===== src/rtl/scroll_seq_pkg.sv =====
// scroll_seq_pkg
//   Shared types and helpers for the scrolling message sequencer.
//   seq_state_t : sequencer FSM state encoding
//   BLANK_CHAR  : character code the scrolling buffer shows as a blank
//   nibble_sel  : k-th hex nibble of a word, counted from the MSB
//   lead_zero   : 1 when nibbles 0..k (MSB-first) of a word are all zero
package scroll_seq_pkg;

  typedef enum logic [2:0] {
    IDLE  = 3'd0,
    CLEAR = 3'd1,
    WRITE = 3'd2,
    SHOW  = 3'd3,
    DONE  = 3'd4
  } seq_state_t;

  localparam logic [4:0] BLANK_CHAR = 5'h10;

  function automatic logic [3:0] nibble_sel(input logic [31:0] word, input logic [2:0] k);
    logic [31:0] sh;
    sh = word << {k, 2'b00};
    return sh[31:28];
  endfunction

  // Top 4*(k+1) bits of the word all zero.
  function automatic logic lead_zero(input logic [31:0] word, input logic [2:0] k);
    logic [4:0]  amt;
    logic [31:0] sh;
    amt = 5'd28 - {k, 2'b00};
    sh  = word >> amt;
    return (sh == 32'd0);
  endfunction

endpackage


===== src/rtl/scroll_rr_arbiter.sv =====
// scroll_rr_arbiter
//   Combinational round-robin arbiter. Picks the first set request at or
//   after (last_grant_i + 1) mod N_REQ.
//   req_i        : request vector
//   last_grant_i : index of the most recently served requester
//   en_i         : arbitration enable; no grant when low
//   grant_o      : one-hot grant
//   idx_o        : binary index of the granted requester
module scroll_rr_arbiter #(
  parameter int N_REQ = 4
) (
  input  logic [N_REQ-1:0]         req_i,
  input  logic [$clog2(N_REQ)-1:0] last_grant_i,
  input  logic                     en_i,
  output logic [N_REQ-1:0]         grant_o,
  output logic [$clog2(N_REQ)-1:0] idx_o
);

  localparam int IDX_W = $clog2(N_REQ);

  logic found;
  int   cand;

  always_comb begin
    grant_o = '0;
    idx_o   = '0;
    found   = 1'b0;
    cand    = 0;
    if (en_i) begin
      for (int off = 1; off <= N_REQ; off++) begin
        cand = int'(last_grant_i) + off;
        if (cand >= N_REQ) cand = cand - N_REQ;
        if (!found && req_i[cand]) begin
          found         = 1'b1;
          grant_o[cand] = 1'b1;
          idx_o         = IDX_W'(cand);
        end
      end
    end
  end

endmodule


===== src/rtl/scroll_msg_sequencer.sv =====
// scroll_msg_sequencer
//   Shares the scrolling seven-segment peripheral between N_REQ requesters.
//   A granted 32-bit word is written as N_CHARS hex characters (MSB first)
//   after a buffer clear, then scrolling is enabled for DWELL_CYCLES cycles.
//
//   Ports
//     clk, rst            : clock, asynchronous active-low reset
//     req_valid/req_data  : per-requester pending flag and 32-bit word
//     req_ready           : one-hot, 1-cycle capture acknowledge
//     done/done_id        : 1-cycle completion pulse and requester index
//     busy                : capture cycle through done cycle inclusive
//     abort               : cancel the message in progress
//     buffer_clear/_write/_data : scrolling buffer interface
//     on_off/cnt_value    : scroll enable and scroll timer top
//
//   Build option: SCROLL_SEQ_LZ_BLANK_EN sends leading zero nibbles as
//   blanks (last character always a digit).
//
//   All outputs are registered: they show the phase the FSM was in on the
//   previous cycle, so the capture cycle (req_ready) is the first CLEAR cycle.
//
//   state | meaning
//   IDLE  | waiting for a request; arbitrate and capture
//   CLEAR | issue buffer clear
//   WRITE | write N_CHARS characters
//   SHOW  | scrolling enabled, dwell counter running
//   DONE  | signal completion, update round-robin pointer
module scroll_msg_sequencer
  import scroll_seq_pkg::*;
#(
  parameter int          N_REQ          = 4,
  parameter int          N_CHARS        = 8,
  parameter int          DWELL_CYCLES   = 500_000_000,
  parameter logic [31:0] SCROLL_CNT_TOP = 32'd50_000_000
) (
  input  logic                     clk,
  input  logic                     rst,
  input  logic [N_REQ-1:0]         req_valid,
  input  logic [N_REQ*32-1:0]      req_data,
  output logic [N_REQ-1:0]         req_ready,
  output logic                     done,
  output logic [$clog2(N_REQ)-1:0] done_id,
  output logic                     busy,
  input  logic                     abort,
  output logic                     buffer_clear,
  output logic                     buffer_write,
  output logic [4:0]               buffer_data,
  output logic                     on_off,
  output logic [31:0]              cnt_value
);

  localparam int IDX_W = $clog2(N_REQ);
  localparam int DW_W  = $clog2(DWELL_CYCLES + 1);

  localparam logic [DW_W-1:0]  DWELL_LOAD = DW_W'(DWELL_CYCLES);
  localparam logic [DW_W-1:0]  DWELL_ONE  = DW_W'(1);
  localparam logic [2:0]       LAST_CHAR  = 3'(N_CHARS - 1);
  localparam logic [IDX_W-1:0] LAST_INIT  = IDX_W'(N_REQ - 1);

  seq_state_t       state_q, state_d;
  logic [31:0]      word_q, word_d;
  logic [IDX_W-1:0] gid_q, gid_d;
  logic [IDX_W-1:0] last_q, last_d;
  logic [2:0]       idx_q, idx_d;
  logic [DW_W-1:0]  dwell_q, dwell_d;

  logic [N_REQ-1:0] req_ready_q, req_ready_d;
  logic             done_q, done_d;
  logic [IDX_W-1:0] done_id_q, done_id_d;
  logic             busy_q, busy_d;
  logic             clr_q, clr_d;
  logic             wr_q, wr_d;
  logic [4:0]       data_q, data_d;
  logic             on_q, on_d;
  logic [31:0]      cnt_value_q;

  logic [N_REQ-1:0] arb_grant;
  logic [IDX_W-1:0] arb_idx;
  logic [31:0]      sel_word;
  logic [3:0]       nib;
  logic [4:0]       char_out;

  scroll_rr_arbiter #(
    .N_REQ(N_REQ)
  ) u_arb (
    .req_i        (req_valid),
    .last_grant_i (last_q),
    .en_i         (state_q == IDLE),
    .grant_o      (arb_grant),
    .idx_o        (arb_idx)
  );

  always_comb begin
    sel_word = '0;
    for (int i = 0; i < N_REQ; i++) begin
      if (arb_idx == IDX_W'(i)) sel_word = req_data[i*32 +: 32];
    end
  end

  always_comb begin
    nib = nibble_sel(word_q, idx_q);
`ifdef SCROLL_SEQ_LZ_BLANK_EN
    if ((idx_q != LAST_CHAR) && lead_zero(word_q, idx_q)) char_out = BLANK_CHAR;
    else                                                   char_out = {1'b0, nib};
`else
    char_out = {1'b0, nib};
`endif
  end

  always_comb begin
    state_d     = state_q;
    word_d      = word_q;
    gid_d       = gid_q;
    last_d      = last_q;
    idx_d       = idx_q;
    dwell_d     = dwell_q;
    req_ready_d = '0;
    done_d      = 1'b0;
    done_id_d   = '0;
    busy_d      = 1'b0;
    clr_d       = 1'b0;
    wr_d        = 1'b0;
    data_d      = '0;
    on_d        = 1'b0;

    unique case (state_q)
      IDLE: begin
        if (|arb_grant) begin
          req_ready_d = arb_grant;
          word_d      = sel_word;
          gid_d       = arb_idx;
          busy_d      = 1'b1;
          state_d     = CLEAR;
        end
      end
      CLEAR: begin
        busy_d = 1'b1;
        clr_d  = 1'b1;
        idx_d  = '0;
        state_d = abort ? DONE : WRITE;
      end
      WRITE: begin
        busy_d = 1'b1;
        if (abort) begin
          clr_d   = 1'b1;
          idx_d   = '0;
          state_d = DONE;
        end else begin
          wr_d   = 1'b1;
          data_d = char_out;
          if (idx_q == LAST_CHAR) begin
            idx_d   = '0;
            dwell_d = DWELL_LOAD;
            state_d = SHOW;
          end else begin
            idx_d = idx_q + 3'd1;
          end
        end
      end
      SHOW: begin
        busy_d = 1'b1;
        // Abort also wins on the terminal dwell cycle.
        if (abort) begin
          clr_d   = 1'b1;
          dwell_d = '0;
          state_d = DONE;
        end else begin
          on_d = 1'b1;
          if (dwell_q == DWELL_ONE) begin
            dwell_d = '0;
            state_d = DONE;
          end else begin
            dwell_d = dwell_q - DWELL_ONE;
          end
        end
      end
      DONE: begin
        busy_d    = 1'b1;
        done_d    = 1'b1;
        done_id_d = gid_q;
        last_d    = gid_q;
        state_d   = IDLE;
      end
      default: begin
        state_d = IDLE;
      end
    endcase
  end

  always_ff @(posedge clk or negedge rst) begin
    if (!rst) begin
      state_q     <= IDLE;
      word_q      <= '0;
      gid_q       <= '0;
      last_q      <= LAST_INIT;
      idx_q       <= '0;
      dwell_q     <= '0;
      req_ready_q <= '0;
      done_q      <= 1'b0;
      done_id_q   <= '0;
      busy_q      <= 1'b0;
      clr_q       <= 1'b0;
      wr_q        <= 1'b0;
      data_q      <= '0;
      on_q        <= 1'b0;
      cnt_value_q <= SCROLL_CNT_TOP;
    end else begin
      state_q     <= state_d;
      word_q      <= word_d;
      gid_q       <= gid_d;
      last_q      <= last_d;
      idx_q       <= idx_d;
      dwell_q     <= dwell_d;
      req_ready_q <= req_ready_d;
      done_q      <= done_d;
      done_id_q   <= done_id_d;
      busy_q      <= busy_d;
      clr_q       <= clr_d;
      wr_q        <= wr_d;
      data_q      <= data_d;
      on_q        <= on_d;
      cnt_value_q <= SCROLL_CNT_TOP;
    end
  end

  assign req_ready    = req_ready_q;
  assign done         = done_q;
  assign done_id      = done_id_q;
  assign busy         = busy_q;
  assign buffer_clear = clr_q;
  assign buffer_write = wr_q;
  assign buffer_data  = data_q;
  assign on_off       = on_q;
  assign cnt_value    = cnt_value_q;

endmodule


===== config.mk =====
export PLATFORM = sky130hd
export DESIGN_NAME = scroll_msg_sequencer
export DESIGN_NICKNAME = d
export VERILOG_FILES = /design/src/rtl/scroll_seq_pkg.sv /design/src/rtl/scroll_rr_arbiter.sv /design/src/rtl/scroll_msg_sequencer.sv
export SDC_FILE = /design/constraint.sdc
export NUM_CORES = 1
export LEC_CHECK = 0
export ABC_AREA = 1
export BUFFER_PORTS_ARGS = -buffer_cell sky130_fd_sc_hd__buf_2
export CAP_MARGIN = 10
export CORE_MARGIN = 2
export CORE_UTILIZATION = 40
export DETAILED_ROUTE_END_ITERATION = 12
export SYNTH_ARGS = -nofsm -noshare
export SYNTH_HDL_FRONTEND = slang
export SYNTH_SLANG_ARGS = --single-unit

===== constraint.sdc =====
create_clock -name clk -period 3.2 [get_ports clk]
set_input_delay 0.32 -clock clk [delete_from_list [all_inputs] [get_ports clk]]
set_output_delay 0.32 -clock clk [all_outputs]
set_load 0.005 [all_outputs]

After elaboration in Yosys (flattened, before gate mapping):

Cells that the tools add are included.

* register bits after elaboration: 87
* bits of input ports: 135
* output and inout bits: 48
* logic and storage cells: 153

* add/sub/neg operators: 10
* order comparisons: 12
* equality and inequality tests: 14
* shift operators: 1
* mux-type cells: 79
* bitwise logic cells: 3
* reductions and logical operators: 20

Operators by type and width (count)
* $mux W32: 12
* $ge A32 B1 Y1 const B: 4
* $ge A32 B4 Y1 const B: 4
* $lt A32 B4 Y1 const B: 4
* $sub A32 B4 Y32 const B: 4
* $mux W29: 4
* $pmux W29 S2: 1
* $mux W4: 12
* $shl A32 B5 Y32: 1
* $eq A29 B1 Y1 const B: 1
* $sub A29 B1 Y29 const B: 1
* $mux W1: 24
* $mux W3: 8
* $mux W2: 6
* $or A4 B4 Y4: 3
* $pmux W3 S4: 1
* $bmux W1 S2: 4
* $demux W1 S2: 4
* $reduce_or A4 Y1: 2
* $logic_and A1 B1 Y1: 7
* $add A2 B2 Y3 const B: 2
* $eq A3 B2 Y1 const B: 2
* $eq A3 B3 Y1 const B: 2
* $ne A2 B2 Y1 const B: 3
* 16 further kinds: 23

Longest topological paths before layout:

* depth after elaboration: 26
* mapped depth: 19
* gate-level depth less buffers: 17

Hierarchy:

A second synthesis with hierarchy kept.

* cells, all modules: 812
* area, all modules: 5796.8 um2

Modules (own cells, without submodules)
* scroll_msg_sequencer: times used 1, cells each 721, area each 5255.0 um2, sequential area each 2154.6 um2
* scroll_rr_arbiter: times used 1, cells each 91, area each 541.8 um2, sequential area each 0.0 um2

Worst setup path after synthesis:

Ideal clock, no wire load.

* kind: register -> register
* start: reg last_q[0]
* end: reg word_q[18]
* setup time: 0.116 ns
* arrival time: 2.328 ns
* required time: 3.084 ns
* slack: 0.755 ns
* cell stages (with the launch flop): 17
* path buffers: 3
* clock period less this slack: 2.445 ns
* cells stage by stage: dfstp_2 buf_6 inv_6 ha_1 inv_2 nand3_2 nand2_4 nor2_2 nand4_1 nand2_2 nand2_2 buf_4 buf_6 nand3_1 nand4_1 nand2_1 nand2_1

* cells in the longest elaborated chain, start to end: 26
* elaborated cells on any way between the ends: 90
* those cells by class: 8 x add/sub; 12 x order compare; 3 x eq/ne; 51 x mux; 3 x bitwise; 13 x reduce/logical

Ends and longest elaborated chain
* start: declaration: line scroll_msg_sequencer.sv:63 `logic [IDX_W-1:0] last_q, last_d;`
* start signal: assignment: line scroll_msg_sequencer.sv:211 `last_q <= last_d;`
* parallel branches: the longest is 26 deep, another holds $sub A32 B4 Y32
* end signal: assignment: line scroll_msg_sequencer.sv:209 `word_q <= word_d;`
* end: declaration: line scroll_msg_sequencer.sv:61 `logic [31:0] word_q, word_d;`

Several ways; the timed one is not identified. The select of a mux whose other input is x is not followed.
A chain may end at the register's enable or synchronous reset.

Final worst setup path:

* start: reg last_q[0]
* end: reg word_q[2]

Same word-level chain as after synthesis.

==> results.md <==
Die:
- ~180 I/O pins were placed.
- Row generation in the floorplan step produced between 40 and 50 rows.
- The die is 127 µm wide.
- In this run the vertical extent of the chip is around 130 µm.
- The placeable core area is 0.0150 mm².
- The floorplan step defined a die boundary enclosing 0.0162 mm².
- For this configuration, the core starts out at a cell density of 0.404.

Placed design:
- Once detailed placement completed, the half-perimeter wirelength came to approximately 14000 µm.
- The number of buffer cells added on primary ports is between 100 and 150.
- At the end of routability-driven placement, the weighted congestion stood at 0.879.
- The placed standard-cell area is 0.00686 mm².

Clock network:
- The H-tree generated during clock tree synthesis spans 3 levels.
- Hold repair after CTS inserted 0 buffers.
- The buffers inserted during post-CTS setup optimization is 0.
- After clock tree synthesis, the repair step resized 0 gates.
- The clock passes through at most 2 buffers.
- The clock latency on the worst-skew pair is about 350 ps.
- Clock-pin slew was measured on the worst setup and hold paths at about 70 ps.
- TritonCTS built the clock tree.
- The clock buffer count from CTS is 9.
- CTS placed an instance of sky130_fd_sc_hd__clkbuf_16 at the clock tree root.
- The clock sink count is 86.

Worst hold path:
- The min-delay analysis places its worst path in the category input pin to async pin.

Pwr:
- Dividing total power by cell area gives a power density of 1170 mW/mm².
- For this design the static power due to leakage is 3.86 nW.
- The maximum vdd ir drop is about 0.00083 V.

Setup path:
- STA classifies the critical path startpoint as a flop.
- The critical path in this run is classified as flop to flop.
- In this run the critical register-to-register path is launched from last_q[0].
- For the worst setup path, the data arrival time is around 3200 ps.
- Data on the critical path is required at its endpoint by 3450 ps.
- The element type at the critical path end is a flop.
- The endpoint of the worst-slack reg-to-reg timing path is word_q[2].
- The depth of the most critical reg-to-reg path is 14.
- The worst register-to-register path has a setup slack of about 220 ps.
- The peak fanout along the critical path is 50.

STA:
- The final worst clock skew is between 6 and 7 ps.
- After layout, the minimum clock period comes to 2980 ps.
- The number of failing hold endpoints at the final stage is 0.
- The max-slew violation count is 0.
- The total setup violations reported at the end of the flow is 0.
- In the final timing run, aggregate negative setup slack is 0 ps.
- Dividing the final minimum period by the clock period gives 0.932.
- Measured against its own limit, the worst slew margin works out to 0.479.
- At the pin with the least slew margin, the transition time is 781 ps.
- Based on the critical path, the design can be clocked at up to between 300 and 400 MHz.
- Setup repair after global routing left no endpoint under its margin.

Synth:
- After synthesis the netlist holds a flip-flop and latch count of between 80 and 90.
- The number of synthesized flops with an enable pin is 0.
- The prevailing post-synth register cell is sky130_fd_sc_hd__dfrtp_1.
- The average instance in the mapped netlist occupies 6.87 µm².
- Counting flops with an async set or reset pin after synthesis yields a share of 1.00.
- During synthesis, Yosys emitted a total of 0 warnings.
- In the synthesized netlist, the number of instances is slightly below 900.
- In this run, distinct cell masters in the synthesized netlist total 42.
- The fraction of the yosys area taken by sequential cells is 0.355.
- Summing every instance area after synthesis gives around 0.0061 mm².

GRT:
- The first global-routing pass estimated 29400 µm of wire.
- The number of antenna violations at the first check in global routing was 0.
- The via count of the first global-routing pass was around 5900.
- Entering global routing, the biggest net connects 70 pins.
- The total global routing overflow is 0.
- In the global route stage, overall resource usage came out at 0.230.

Route:
- The average via count per standard cell is between 5 and 6.
- The average detailed-routed wire length per instance is 15.0 µm.
- For this block, the routed nets add up to about 18000 µm of wire.
- The starting DRC count in detailed routing is between 400 and 500.
- The number of DRC violations after detailed routing is 0.
- The first TritonRoute pass finished after 4 iterations.
- The detail route stage leaves a number of antenna-violating nets equal to 0.
- The detailed-route via count is just over 6000.

Cells and area:
- The final instance area is between 0.007 and 0.008 mm².
- The area growth from synthesis to layout is 17.8%.
- In the layout the commonest cells are sky130_fd_sc_hd__nand2_1 (184), sky130_fd_sc_hd__buf_2 (148), sky130_fd_sc_hd__nor2_1 (145).
- The core occupancy in the finished layout is 0.476.
- The count of fill cells added during filler insertion is about 1600.
- The number of diodes is 0.
- The share of post-route cells with drive strength above 1 is 0.214.
- The final layout contains between 1000 and 1500 nets.
- The most frequent standard cell in the layout excluding fill and tap cells is sky130_fd_sc_hd__nand2_1.

Run status:
- The flow ran to the end, and the final reports show no timing, DRC or antenna violations.

Flow run:
- The total of max-cap violations is 0.
==> through the flow <==
| stage | hold slack [ps] | setup slack (ps) | power, W | std cells |
|---|---|---|---|---|
| 3_5_place_dp | 459 | 238 | 0.00731 | 1191 |
| 4_1_cts | 84.4 | 207 | 0.00840 | 1207 |
| 3_3_place_gp | 462 | 259 | 0.00730 | 1191 |
| 6_report | 50.7 | 219 | 0.00838 | 1207 |
| 5_1_grt | 116 | 3.07 | 0.00921 | 1207 |
| 2_1_floorplan | 24.4 | 755 | 0.00602 | 915 |
==> layer usage <==
layer,routed length (µm),part of all wire,GRT usage,vias up
met5,0,0,0,-
met4,655,0.036,0.108,0
met3,1130,0.062,0.0423,39
met2,8230,0.45,0.361,235
met1,8100,0.45,0.307,2779
li1,-,-,-,3083
==> synth_stat cells (6+ instances only) <==
master,number,share of area
sky130_fd_sc_hd__a21oi_1,18,0.015
sky130_fd_sc_hd__a31oi_1,6,0.0062
sky130_fd_sc_hd__buf_2,24,0.020
sky130_fd_sc_hd__buf_4,34,0.042
sky130_fd_sc_hd__clkbuf_1,12,0.0074
sky130_fd_sc_hd__dfrtp_1,84,0.35
sky130_fd_sc_hd__ha_1,12,0.025
sky130_fd_sc_hd__inv_1,70,0.043
sky130_fd_sc_hd__inv_2,6,0.0037
sky130_fd_sc_hd__nand2_1,184,0.11
sky130_fd_sc_hd__nand2_2,17,0.018
sky130_fd_sc_hd__nand3_1,112,0.092
sky130_fd_sc_hd__nand4_1,39,0.040
sky130_fd_sc_hd__nor2_1,145,0.090
sky130_fd_sc_hd__nor3_1,13,0.011
sky130_fd_sc_hd__o21ai_0,36,0.030
sky130_fd_sc_hd__o21ai_1,6,0.0049
sky130_fd_sc_hd__o22ai_1,9,0.0093
sky130_fd_sc_hd__xor2_1,6,0.0087
==> how the worst max path moves through the flow <==
| stage | start | to | slack (ps) | cells after the start |
|---|---|---|---|---|
| after floorplan | last_q[0] | word_q[18] | 760 | 16 |
| after global placement | last_q[0] | word_q[14] | 260 | 14 |
| after detailed placement | last_q[0] | word_q[13] | 240 | 15 |
| after CTS | last_q[0] | word_q[28] | 210 | 14 |
| after global routing | last_q[0] | word_q[13] | 3 | 16 |
| final | last_q[0] | word_q[2] | 220 | 14 |
==> cell families after synthesis <==
family          share of synthesized area
compound gates                     0.0818
xor+xnor                           0.0144
fa+ha+maj                          0.0247
buf+inv                             0.127
flops                               0.355
other cells                       0.00124
simple gates                        0.396
==> worst max-delay path, cell delays in order (launching register included) <==
cell and delay (ps):
sky130_fd_sc_hd__dfstp_2 680, sky130_fd_sc_hd__inv_6 110, sky130_fd_sc_hd__ha_1 410, sky130_fd_sc_hd__inv_2 70
sky130_fd_sc_hd__nand3_2 100, sky130_fd_sc_hd__nand2_4 90, sky130_fd_sc_hd__nor2_2 180, sky130_fd_sc_hd__nand4_1 120
sky130_fd_sc_hd__nand2_2 280, sky130_fd_sc_hd__nand3_2 150, sky130_fd_sc_hd__buf_12 210, sky130_fd_sc_hd__nor2_1 230
sky130_fd_sc_hd__nor2_1 80, sky130_fd_sc_hd__nand2_1 80, sky130_fd_sc_hd__nand2_1 50
==> final cells by class <==
class,instances,area [µm²],share of cell area
Sequential cell,86,2150,0.301
Clock buffer,11,233,0.0325
Inverter,77,297,0.0415
Clock inverter,5,58.8,0.00822
Tap cell,188,235,0.0329
Timing Repair Buffer,164,911,0.127
Multi-Input combinational cell,676,3260,0.456
==> sequential cells by signal, indices dropped and copies added, names as in the netlist <==
register and flops:
buffer_write 1, on_off 1, gid_q 2, buffer_clear 1, done 1, state_q 3
req_ready 4, done_id 2, buffer_data 4, dwell_q 29, word_q 32, busy 1
idx_q 3, last_q 2
==> power breakdown <==
part / switching, W / internal (W) / total (W) / leakage [nW]
clock network: 0.000449 / 0.000607 / 0.00106 / 0.136
logic: 0.00360 / 0.00180 / 0.00540 / 2.63
registers: 0.000339 / 0.00158 / 0.00192 / 1.09
Power figures use the tool's default switching activity.
